--- src/rtl/id_ex_pipe_reg.sv ---
// ID/EX pipeline stage register.
// Holds the decoded control bundle (WB, M, EX) and the operand, immediate and
// register-address fields for the EX stage. It also detects load-use hazards
// and inserts bubbles, handles flush and downstream stall, and keeps a
// saturating count of the load-use bubbles it has inserted.
module id_ex_pipe_reg #(
   parameter int DATA_W  = 32,
   parameter int REG_W   = 5,
   parameter int WB_W    = 2,
   parameter int M_W     = 2,
   parameter int EX_W    = 4,
   parameter int MRD_BIT = 1,
   parameter int CNT_W   = 8
) (
   input  logic              clk,
   input  logic              startin,
   input  logic              in_valid,
   input  logic [WB_W-1:0]   id_wb,
   input  logic [M_W-1:0]    id_m,
   input  logic [EX_W-1:0]   id_ex,
   input  logic [DATA_W-1:0] id_rs_val,
   input  logic [DATA_W-1:0] id_rt_val,
   input  logic [DATA_W-1:0] id_imm,
   input  logic [REG_W-1:0]  id_rs,
   input  logic [REG_W-1:0]  id_rt,
   input  logic [REG_W-1:0]  id_rd,
   input  logic              flush,
   input  logic              ex_stall,
   output logic              ex_valid,
   output logic [WB_W-1:0]   ex_wb,
   output logic [M_W-1:0]    ex_m,
   output logic [EX_W-1:0]   ex_ex,
   output logic [DATA_W-1:0] ex_rs_val,
   output logic [DATA_W-1:0] ex_rt_val,
   output logic [DATA_W-1:0] ex_imm,
   output logic [REG_W-1:0]  ex_rs,
   output logic [REG_W-1:0]  ex_rt,
   output logic [REG_W-1:0]  ex_rd,
   output logic              stall_up,
   output logic [CNT_W-1:0]  bubble_cnt
);

   logic load_use;
   logic src_match;

   // Load-use hazard: a valid load in EX whose destination (rt, never r0)
   // feeds either source field of the instruction in ID. Both source fields
   // are compared regardless of whether the consumer actually uses rt.
   always_comb begin
      src_match = (ex_rt == id_rs) || (ex_rt == id_rt);
      load_use  = startin && in_valid && ex_valid && ex_m[MRD_BIT] &&
                  (ex_rt != '0) && src_match;
      stall_up  = startin && (load_use || ex_stall);
   end

   // Stage register update; priority: reset, flush, stall hold, load-use
   // bubble, normal load.
   always_ff @(posedge clk) begin
      if (!startin) begin
         ex_valid   <= 1'b0;
         ex_wb      <= '0;
         ex_m       <= '0;
         ex_ex      <= '0;
         ex_rs_val  <= '0;
         ex_rt_val  <= '0;
         ex_imm     <= '0;
         ex_rs      <= '0;
         ex_rt      <= '0;
         ex_rd      <= '0;
         bubble_cnt <= '0;
      end else if (flush) begin
         ex_valid   <= 1'b0;
         ex_wb      <= '0;
         ex_m       <= '0;
         ex_ex      <= '0;
         ex_rs_val  <= id_rs_val;
         ex_rt_val  <= id_rt_val;
         ex_imm     <= id_imm;
         ex_rs      <= id_rs;
         ex_rt      <= id_rt;
         ex_rd      <= id_rd;
      end else if (ex_stall) begin
         // EX is held by the downstream stage: every register keeps its value.
      end else if (load_use) begin
         ex_valid   <= 1'b0;
         ex_wb      <= '0;
         ex_m       <= '0;
         ex_ex      <= '0;
         ex_rs_val  <= id_rs_val;
         ex_rt_val  <= id_rt_val;
         ex_imm     <= id_imm;
         ex_rs      <= id_rs;
         ex_rt      <= id_rt;
         ex_rd      <= id_rd;
         if (bubble_cnt != '1) begin
            bubble_cnt <= bubble_cnt + CNT_W'(1);
         end
      end else begin
         ex_valid   <= in_valid;
         ex_wb      <= in_valid ? id_wb : '0;
         ex_m       <= in_valid ? id_m  : '0;
         ex_ex      <= in_valid ? id_ex : '0;
         ex_rs_val  <= id_rs_val;
         ex_rt_val  <= id_rt_val;
         ex_imm     <= id_imm;
         ex_rs      <= id_rs;
         ex_rt      <= id_rt;
         ex_rd      <= id_rd;
      end
   end

endmodule
--- config.mk ---
export PLATFORM = sky130hd
export DESIGN_NAME = id_ex_pipe_reg
export DESIGN_NICKNAME = d
export VERILOG_FILES = /design/src/rtl/id_ex_pipe_reg.sv
export SDC_FILE = /design/constraint.sdc
export NUM_CORES = 1
export LEC_CHECK = 0
export ABC_CLOCK_PERIOD_IN_PS = 1860
export CORE_MARGIN = 2
export CORE_UTILIZATION = 39
export CTS_CLUSTER_DIAMETER = 120
export DETAILED_ROUTE_END_ITERATION = 6
export HOLD_SLACK_MARGIN = 0.03
export PLACE_DENSITY = 0.8
export SYNTH_ARGS = -nofsm -noshare
export SYNTH_HDL_FRONTEND = slang
export SYNTH_SLANG_ARGS = --single-unit
--- constraint.sdc ---
create_clock -name clk -period 1.86 [get_ports clk]
set_input_delay 0.372 -clock clk [delete_from_list [all_inputs] [get_ports clk]]
set_output_delay 0.372 -clock clk [all_outputs]
set_load 0.1 [all_outputs]
==> results.toml <==
[status]
status = "complete, but fails checks"
violations = "design-rule violations, negative setup slack"

[drt]
drc = 16
first_iter_violations = 395
firstDrtPassIters = 6
viasPerCell = 4.98
wl_per_cell_um = 15.5
wirelength_mm = 15.2
antenna_left = 0
vias = 4904

[floorplan]
die_w_um = 113
rows = 39
die-area_um2 = 12800
floorplan.initialDensity_pct = 40.4
ios = 253
coreArea_um2 = 11500
die_height_um = 113

[global_routing]
track_usage_pct = 23.5
grt_pass1_vias = 4972
antenna_found_initial = 0
grt_overflow = 0
grt_pass1_wl_mm = 23.8
grt_max_degree = 52

[synthesis]
yosysSeqAreaShare_pct = 55.1
synth_area_um2 = 4650
yosys.area.top_type = "dfxtp_1"
yosysWarnings = 0
ys_types = 35
synth_ff_type = "dfxtp_1"
async_reset_ff_share_pct = 0
mappedNetlistNets = 696
synth_cells = 571
synth_top_area_share_pct = 55.1
synthTopCellsByArea = "dfxtp_1 55%, nand2_1 19%, a21oi_1 12%"
ys_ff_latch = 128
syn_area_per_cell_um2 = 8.14
synth_commonest_cells = "230 x nand2_1, 128 x dfxtp_1, 115 x a21oi_1, 34 x clkbuf_1, 10 x xnor2_1"
synth-edff-count = 0
yosysMostFrequentCell = "nand2_1"

[min_path]
holdPathStages = 2
min-delay-start = "ex_imm[13]$_SDFFE_PN0P_"
hold_path_end = "ex_imm[13]$_SDFFE_PN0P_"
hold_class = "reg2reg"

[critical_path]
reg2reg_to = "bubble_cnt[2]$_SDFFE_PN0P_"
worst_ep_arrival_time_ns = 1.92
critPathLaunch = "ex_rt[4]$_SDFFE_PN0P_"
worstSetupPathType = "reg2out"
rr_worst_depth = 8
start_kind = "flop"
end_kind = "output port"
reg2reg_from = "ex_rt[4]$_SDFFE_PN0P_"
worst_ep_required_time_ns = 1.49
path_max_fanout = 2
rrSetupSlack_ns = -0.01

[finish]
utilization_pct = 71.5
fillerInstances = 841
layout.nets = 954
syn_to_final_growth_pct = 77.0
fin_area_um2 = 8230
diodes = 0
drive_gt1_share_pct = 25.4

[pwr]
pwr-share-comb_pct = 26.6
seq_power_share_pct = 36.8
switching_power_w = 0.00276
peakVddDrop_uv = 626
p_leak_nw = 3.51
clockPowerShare_pct = 36.7
intPower_w = 0.00540
power.density_nw_per_um2 = 992
p_sw_share_pct = 33.9
finalPower_w = 0.00816

[cts]
cts_tree = "done"
clock_path_buffers = 2
cts_made_buffers = 17
clock_latency_ns = 0.41
path_clk_slew_ns = 0.06
cts-root-buf = "clkbuf_16"
cts.sinks = 128
htree_num_levels = 4
cts_hold_buffers = 0

[timing]
tns_ns = -0.445
min_period_ns = 2.29
worst_pin_slew_ns = 0.296
max-slew-margin-rel_pct = 80.2
fmax_mhz = 436
fin_crit_sh_pct = 123
clock_skew_ns = 0.00603
finalHoldViolations = 0
slew_viol_final = 0
finalSetupViolCount = 2
fin_ws_ns = -0.432
rsz0062_at_grt = "yes"

[flow_run]
maxCapViolations = 0

[placed_design]
gp_congestion = 0.842
hpwl_mm = 11.1
port_buffers = 252
place_area_um2 = 7620
==> power groups by stage <==
stage | logic (W) | clock network (W) | registers (W)
after floorplan | 0.000309 | 0 | 0.00413
after global placement | 0.00212 | 0 | 0.00305
after detailed placement | 0.00215 | 0 | 0.00306
after CTS | 0.00217 | 0.00305 | 0.00300
after global routing | 0.00225 | 0.00318 | 0.00302
final | 0.00217 | 0.00299 | 0.00300
==> logic make-up (layout without fill, tap and decap cells) <==
family	after synthesis	count (layout)	synth area share (%)
adders and majority gates	1	1	0.269
and+or+nand+nor	254	254	22.1
AOI/OAI and AO/OA	136	136	16.7
muxes	3	3	0.646
xor gates and xnor gates	10	10	1.88
buffers and inverters	39	309	3.31
DFF	128	128	55.1
==> layer usage <==
layer	track usage, %	vias up	share of wire [%]	wire length [µm]
met5	0	-	0	0
met4	13.1	0	3.2	495
met3	7.39	41	7.9	1210
met2	41.8	205	52	7890
met1	24.6	2268	37	5650
li1	-	2390	-	-
==> sequential cells by signal (all words and copies together), names as in the netlist <==
name and count:
ex_rs 5, ex_rs_val 32, ex_valid 1, ex_imm 32, ex_wb 2, bubble_cnt 8
ex_rd 5, ex_ex 4, ex_m 2, ex_rt 5, ex_rt_val 32
==> area by class of cell <==
class	count	area [µm²]	area share, %
clock inverter	10	60.1	0.730
inverter	2	8.76	0.106
tap	143	179	2.17
sequential	128	2590	31.5
timing repair buffer	276	2890	35.2
clock buffer	21	482	5.85
multi-input combinational	404	2010	24.5
==> cell usage in the layout, fill, tap and decap left out, types with 2 or more instances in the layout <==
| master | n |
|---|---|
| and3_1 | 2 |
| xnor2_1 | 8 |
| mux2i_1 | 3 |
| nor2_1 | 3 |
| clkbuf_8 | 2 |
| or3_1 | 4 |
| xnor2_2 | 2 |
| clkdlybuf4s50_1 | 123 |
| dfxtp_4 | 5 |
| nand3_1 | 3 |
| nand2_1 | 230 |
| dfxtp_2 | 9 |
| dfxtp_1 | 114 |
| buf_12 | 41 |
| clkinvlp_4 | 2 |
| a21oi_1 | 115 |
| buf_4 | 112 |
| clkinv_2 | 7 |
| a22o_1 | 8 |
| clkbuf_16 | 18 |
| nand3_2 | 2 |
| o21ai_0 | 4 |
==> worst max-delay path by stage <==
stage	to	slack [ns]	cells past startpoint
2_1_floorplan	stall_up	-0.19	5
3_3_place_gp	stall_up	-0.39	7
3_5_place_dp	stall_up	-0.44	7
4_1_cts	stall_up	-0.45	5
5_1_grt	stall_up	-0.48	5
6_report	stall_up	-0.43	5
==> worst max-delay path, stage by stage (launching register included) <==
cell and delay, ns:
dfxtp_4 0.35, or3_4 0.39, o311a_4 0.34, a31oi_4 0.19
nor2_4 0.07, buf_12 0.16
==> stage by stage <==
step | worst slack, ns | hold WS (ns) | std cells
after floorplan | -0.192 | 0.502 | 571
after global placement | -0.389 | 0.438 | 951
after detailed placement | -0.435 | 0.444 | 951
after CTS | -0.451 | 0.451 | 983
after global routing | -0.478 | 0.463 | 984
final | -0.432 | 0.450 | 984
==> repair_timing <==
action	CTS	global route
gates resized for setup	4	4
endpoints found under the setup margin	1	10
setup buffers	1	1
pin swaps	3	2
Note: power is estimated with default switching activity, not from simulation.
